## src/rtl/mem_stage.sv

```systemverilog
// MEM stage of the RISC-V lite pipeline: branch resolve, data-memory req/ack
// access with pipeline stall, and the MEM/WB register set.
module mem_stage #(
   parameter int N = 32
) (
   input  logic         clk,
   input  logic         rst,
   input  logic         regEn,
   input  logic [N-1:0] NPCbranch,
   input  logic [N-1:0] ALUres,
   input  logic [N-1:0] Bout,
   input  logic         zero,
   input  logic         branch,
   input  logic         memRead,
   input  logic         memWrite,
   input  logic [1:0]   lsSize,
   input  logic         lsUnsigned,
   output logic         dmem_req,
   output logic         dmem_we,
   output logic [N-1:0] dmem_addr,
   output logic [N-1:0] dmem_wdata,
   output logic [3:0]   dmem_be,
   input  logic         dmem_ack,
   input  logic [N-1:0] dmem_rdata,
   output logic         PCsrc,
   output logic [N-1:0] NPCout,
   output logic         stall,
   output logic         misalign,
   output logic [N-1:0] LMD,
   output logic [N-1:0] ALUwb
);

   typedef enum logic [1:0] {IDLE, REQ, DONE} state_t;

   state_t       state;
   logic         access, is_load, aligned;
   logic [1:0]   off;
   logic [3:0]   be_n;
   logic [N-1:0] wdata_n, rsh, ldext, ldbuf;

   assign access  = memRead | memWrite;
   assign is_load = memRead & ~memWrite;
   assign off     = ALUres[1:0];
   assign PCsrc   = branch & zero;
   assign NPCout  = NPCbranch;

   // stall is forced low while reset is held so an abandoned access frees the pipe
   assign stall = rst & (((state == IDLE) & access & aligned) | (state == REQ));

   always_comb begin
      aligned = 1'b1;
      be_n    = 4'b1111;
      wdata_n = Bout;
      case (lsSize)
         2'b00: begin
            be_n    = 4'b0001 << off;
            wdata_n = {4{Bout[7:0]}};
         end
         2'b01: begin
            aligned = ~off[0];
            be_n    = 4'b0011 << off;
            wdata_n = {2{Bout[15:0]}};
         end
         default: aligned = (off == 2'b00);
      endcase
   end

   assign rsh = dmem_rdata >> {off, 3'b000};

   always_comb begin
      case (lsSize)
         2'b00:   ldext = {{(N-8){~lsUnsigned & rsh[7]}}, rsh[7:0]};
         2'b01:   ldext = {{(N-16){~lsUnsigned & rsh[15]}}, rsh[15:0]};
         default: ldext = dmem_rdata;
      endcase
   end

   always_ff @(posedge clk or negedge rst) begin
      if (!rst) begin
         state      <= IDLE;
         dmem_req   <= 1'b0;
         dmem_we    <= 1'b0;
         dmem_addr  <= '0;
         dmem_wdata <= '0;
         dmem_be    <= '0;
         ldbuf      <= '0;
      end else begin
         case (state)
            IDLE: if (access && aligned) begin
               state      <= REQ;
               dmem_req   <= 1'b1;
               dmem_we    <= memWrite;
               dmem_addr  <= {ALUres[N-1:2], 2'b00};
               dmem_wdata <= wdata_n;
               dmem_be    <= be_n;
            end
            REQ: if (dmem_ack) begin
               ldbuf    <= ldext;
               dmem_req <= 1'b0;
               state    <= DONE;
            end
            // EX/MEM advances on this edge, so the instruction is never re-issued
            DONE:    state <= IDLE;
            default: state <= IDLE;
         endcase
      end
   end

   always_ff @(posedge clk or negedge rst) begin
      if (!rst) begin
         LMD      <= '0;
         ALUwb    <= '0;
         misalign <= 1'b0;
      end else if (regEn && !stall) begin
         LMD      <= ((state == DONE) && is_load) ? ldbuf : '0;
         ALUwb    <= ALUres;
         misalign <= access & ~aligned;
      end
   end

endmodule

```

## config.mk

```make
export PLATFORM = sky130hd
export DESIGN_NAME = mem_stage
export DESIGN_NICKNAME = d
export VERILOG_FILES = /design/src/rtl/mem_stage.sv
export SDC_FILE = /design/constraint.sdc
export NUM_CORES = 1
export LEC_CHECK = 0
export CAP_MARGIN = 20
export CORE_ASPECT_RATIO = 1.75
export CORE_MARGIN = 2
export CORE_UTILIZATION = 44
export CTS_CLUSTER_SIZE = 10
export DETAILED_ROUTE_END_ITERATION = 16
export HOLD_SLACK_MARGIN = 0.02
export PLACE_DENSITY = 0.8
export SKIP_LAST_GASP = 1
export SLEW_MARGIN = 20
export SYNTH_ARGS = -nofsm -noshare
export SYNTH_HDL_FRONTEND = slang
export SYNTH_SLANG_ARGS = --single-unit
```

## constraint.sdc

```tcl
create_clock -name clk -period 1.9 [get_ports clk]
set_input_delay 0.57 -clock clk [delete_from_list [all_inputs] [get_ports clk]]
set_output_delay 0.57 -clock clk [all_outputs]
set_load 0.05 [all_outputs]
```

==> results of run 1 <==
flip-flops by register name, summed over array words and instances, names as in the netlist:
signal / count
ALUwb: 32
LMD: 32
dmem_addr: 30
dmem_be: 4
dmem_req: 1
dmem_wdata: 32
dmem_we: 1
ldbuf: 32
misalign: 1
state: 2
cell families (layout without fill, tap and decap cells):
logic type / after synthesis / count (layout) / share of synthesized area
AND/OR/NAND/NOR: 178 / 178 / 0.102
flip-flops: 167 / 167 / 0.541
multiplexers: 144 / 144 / 0.208
buffers and inverters: 112 / 372 / 0.0775
AO/OA/AOI/OAI: 91 / 91 / 0.0707
other: 1 / 3 / 0.000486
what timing repair did:
item | in CTS | in global routing
gates resized for setup | 15 | 4
cloned | 0 | 2
hold endpoints to repair | 0 | 0
buffers inserted | 3 | 3
pin swaps | 4 | 3
setup endpoints to repair | 159 | 14
critical path, stage by stage:
cell	delay [ps]
dlygate4sd2_1	250
or2_4	260
a41oi_4	180
nor2_4	50
buf_8	150
routing by layer:
metal / wire (µm) / share of wire
met1: 7890 / 0.36
met2: 11700 / 0.54
met3: 1110 / 0.051
met4: 891 / 0.041
met5: 13 / 0.00060
where the power goes:
part	internal [µW]	total (µW)	switching [µW]	leakage, µW
Combinational	2350	6580	4230	0.00285
Clock	1980	3530	1550	0.000290
Sequential	4650	5310	660	0.00206
Total	8980	15400	6450	0.00519
placed cells by master, fill, tap and decap left out, types with 3 or more instances in the layout:
master,n
o21ai_0,43
nand3b_1,3
clkbuf_16,19
nand2b_1,9
nor2_1,22
inv_6,5
dfrtp_1,166
a222oi_1,5
dlygate4sd2_1,4
mux2_4,18
nand2_1,91
clkinv_4,3
inv_1,35
nand3_1,36
buf_12,14
a2bb2oi_1,3
mux2i_1,66
buf_4,182
clkdlybuf4s50_1,99
a21oi_1,23
mux2_2,60
metrics by stage:
stage | cell area (µm²) | utilization
3_3_place_gp | 10300 | 0.591
2_1_floorplan | 7770 | -
3_5_place_dp | 10300 | 0.591
4_1_cts | 10900 | 0.627
5_1_grt | 11000 | 0.632
6_report | 11000 | 0.632
area by class of cell:
type,instances,area share
clock buffer,18,0.0391
timing repair buffer,305,0.251
inverter,35,0.0120
antenna,1,0.000228
multi-input combinational,415,0.275
clock inverter,14,0.0150
tap,231,0.0263
sequential,167,0.381
worst paths after layout:
kind,cells past startpoint,from,endpoint,slack [ps]
setup / recovery,5,memRead,stall,-140
hold / removal,2,rst,dmem_wdata[9],190
setup reg to reg,6,state[1],ALUwb[9],-10
hold reg to reg,1,dmem_be[0],dmem_be[0],480
max in group asynchronous,3,rst,LMD[19],900
min in group clk,1,dmem_be[0],dmem_be[0],480
==> impl_metrics.tcl, run 1 <==
set metrics [dict create \
    status "finished, violations left" \
    violations "setup timing" \
    use_met1 0.249 \
    cts_tree "done" \
    post-place-ws_ps -704 \
    synth_top_area_share 0.541 \
    clk_latency_ps 430 \
    num_rows 64 \
    p_leak_uw 0.00519 \
    vias 6049 \
    wire_per_inst_um 18.2 \
    cts_root_buffer "clkbuf_16" \
    grt.total_usage 0.227 \
    rsz0062_at_grt "yes" \
    gp_congestion 0.884 \
    layout_min_cycle_time_ps 2040 \
    fmax_mhz 491 \
    fp.dieH_um 179 \
    layout-drive-gt1-share 0.340 \
    ios 308 \
    cts_max_level 4 \
    initial_core_util 0.444 \
    die_w_um 104 \
    port_buffers 241 \
    crit_fanout 2 \
    antenna_found_initial 2 \
    n_fill_cell 1390 \
    synth.most_common_cell "dfrtp_1" \
    clk_path_buf_depth 2 \
    use_met2 0.404 \
    layout.area.seq_um2 4180 \
    setup_violations 14 \
    fin_ws_ps -137 \
    clk_pin_slew_ps 70 \
    grt_use_met3 0.0553 \
    synthFlopType "dfrtp_1" \
    max_cap_violations 0 \
    firstDrtPassIters 4 \
    ys_top_cells_by_count "dfrtp_1 (167), nand2_1 (92), mux2i_1 (66), mux2_2 (60), o21ai_0 (43)" \
    hold_violations 0 \
    yosys-top-cells-area "dfrtp_1 (54%), mux2_2 (8.8%), mux2i_1 (8.6%)" \
    worstPathRequired_ps 1330 \
    numPlacedInstances 1145 \
    drv_slew 0 \
    ys_seq_area_frac 0.541 \
    final_cell_count_no_fill 1186 \
    startpoint_type "input pin" \
    drt-initial-drc-count 236 \
    route.detailed.drc 0 \
    ant_nets 0 \
    synth-edff-count 0 \
    avgSynthCellArea_um2 11.1 \
    ys_ff_latch 167 \
    netlist_instances 693 \
    grt_max_degree 90 \
    overflow 0 \
    hold_path.class "in -> async" \
    pwr_density_cell_nw_per_um2 1410 \
    via_per_inst 5.10 \
    clock_sinks 167 \
    die_area_um2 18700 \
    yosys.area.top_type "dfrtp_1" \
    peakVddDrop_uv 996 \
    grt.busiest_layer "met2" \
    multi_input_area_um2 3020 \
    holdBufCountCts 0 \
    final.setup.tns_ps -245 \
    min_period_over_period 1.07 \
    area_growth_syn_to_layout_pct 42.2 \
    finalClockSkew_ps 8.30 \
    grt_pass1_vias 6225 \
    hpwlAfterDp_um 15800 \
    grt_first_pass_wirelength_um 32800 \
    path_class "in -> out" \
    cts_buffers 17 \
    cp.arrival_ps 1470 \
    core_area_um2 17400 \
    yosysUniqueCellTypes 42 \
    nNetsFinal 1080 \
    wl_um 21600 \
    p_total_uw 15400 \
    ys_warn_count 0 \
    syn_area_um2 7720 \
    crit_path_end_kind "primary output" \
    async_reset_ff_frac 1.00 \
    hold_slack_ps 191 \
]
Note: power is estimated with default switching activity, not from simulation.
==> run 2: changes to the inputs <==
- CTS_CLUSTER_DIAMETER: not set -> 200
==> results of run 2 <==
No change in the layout: final DEF, timing and power equal those of run 1.
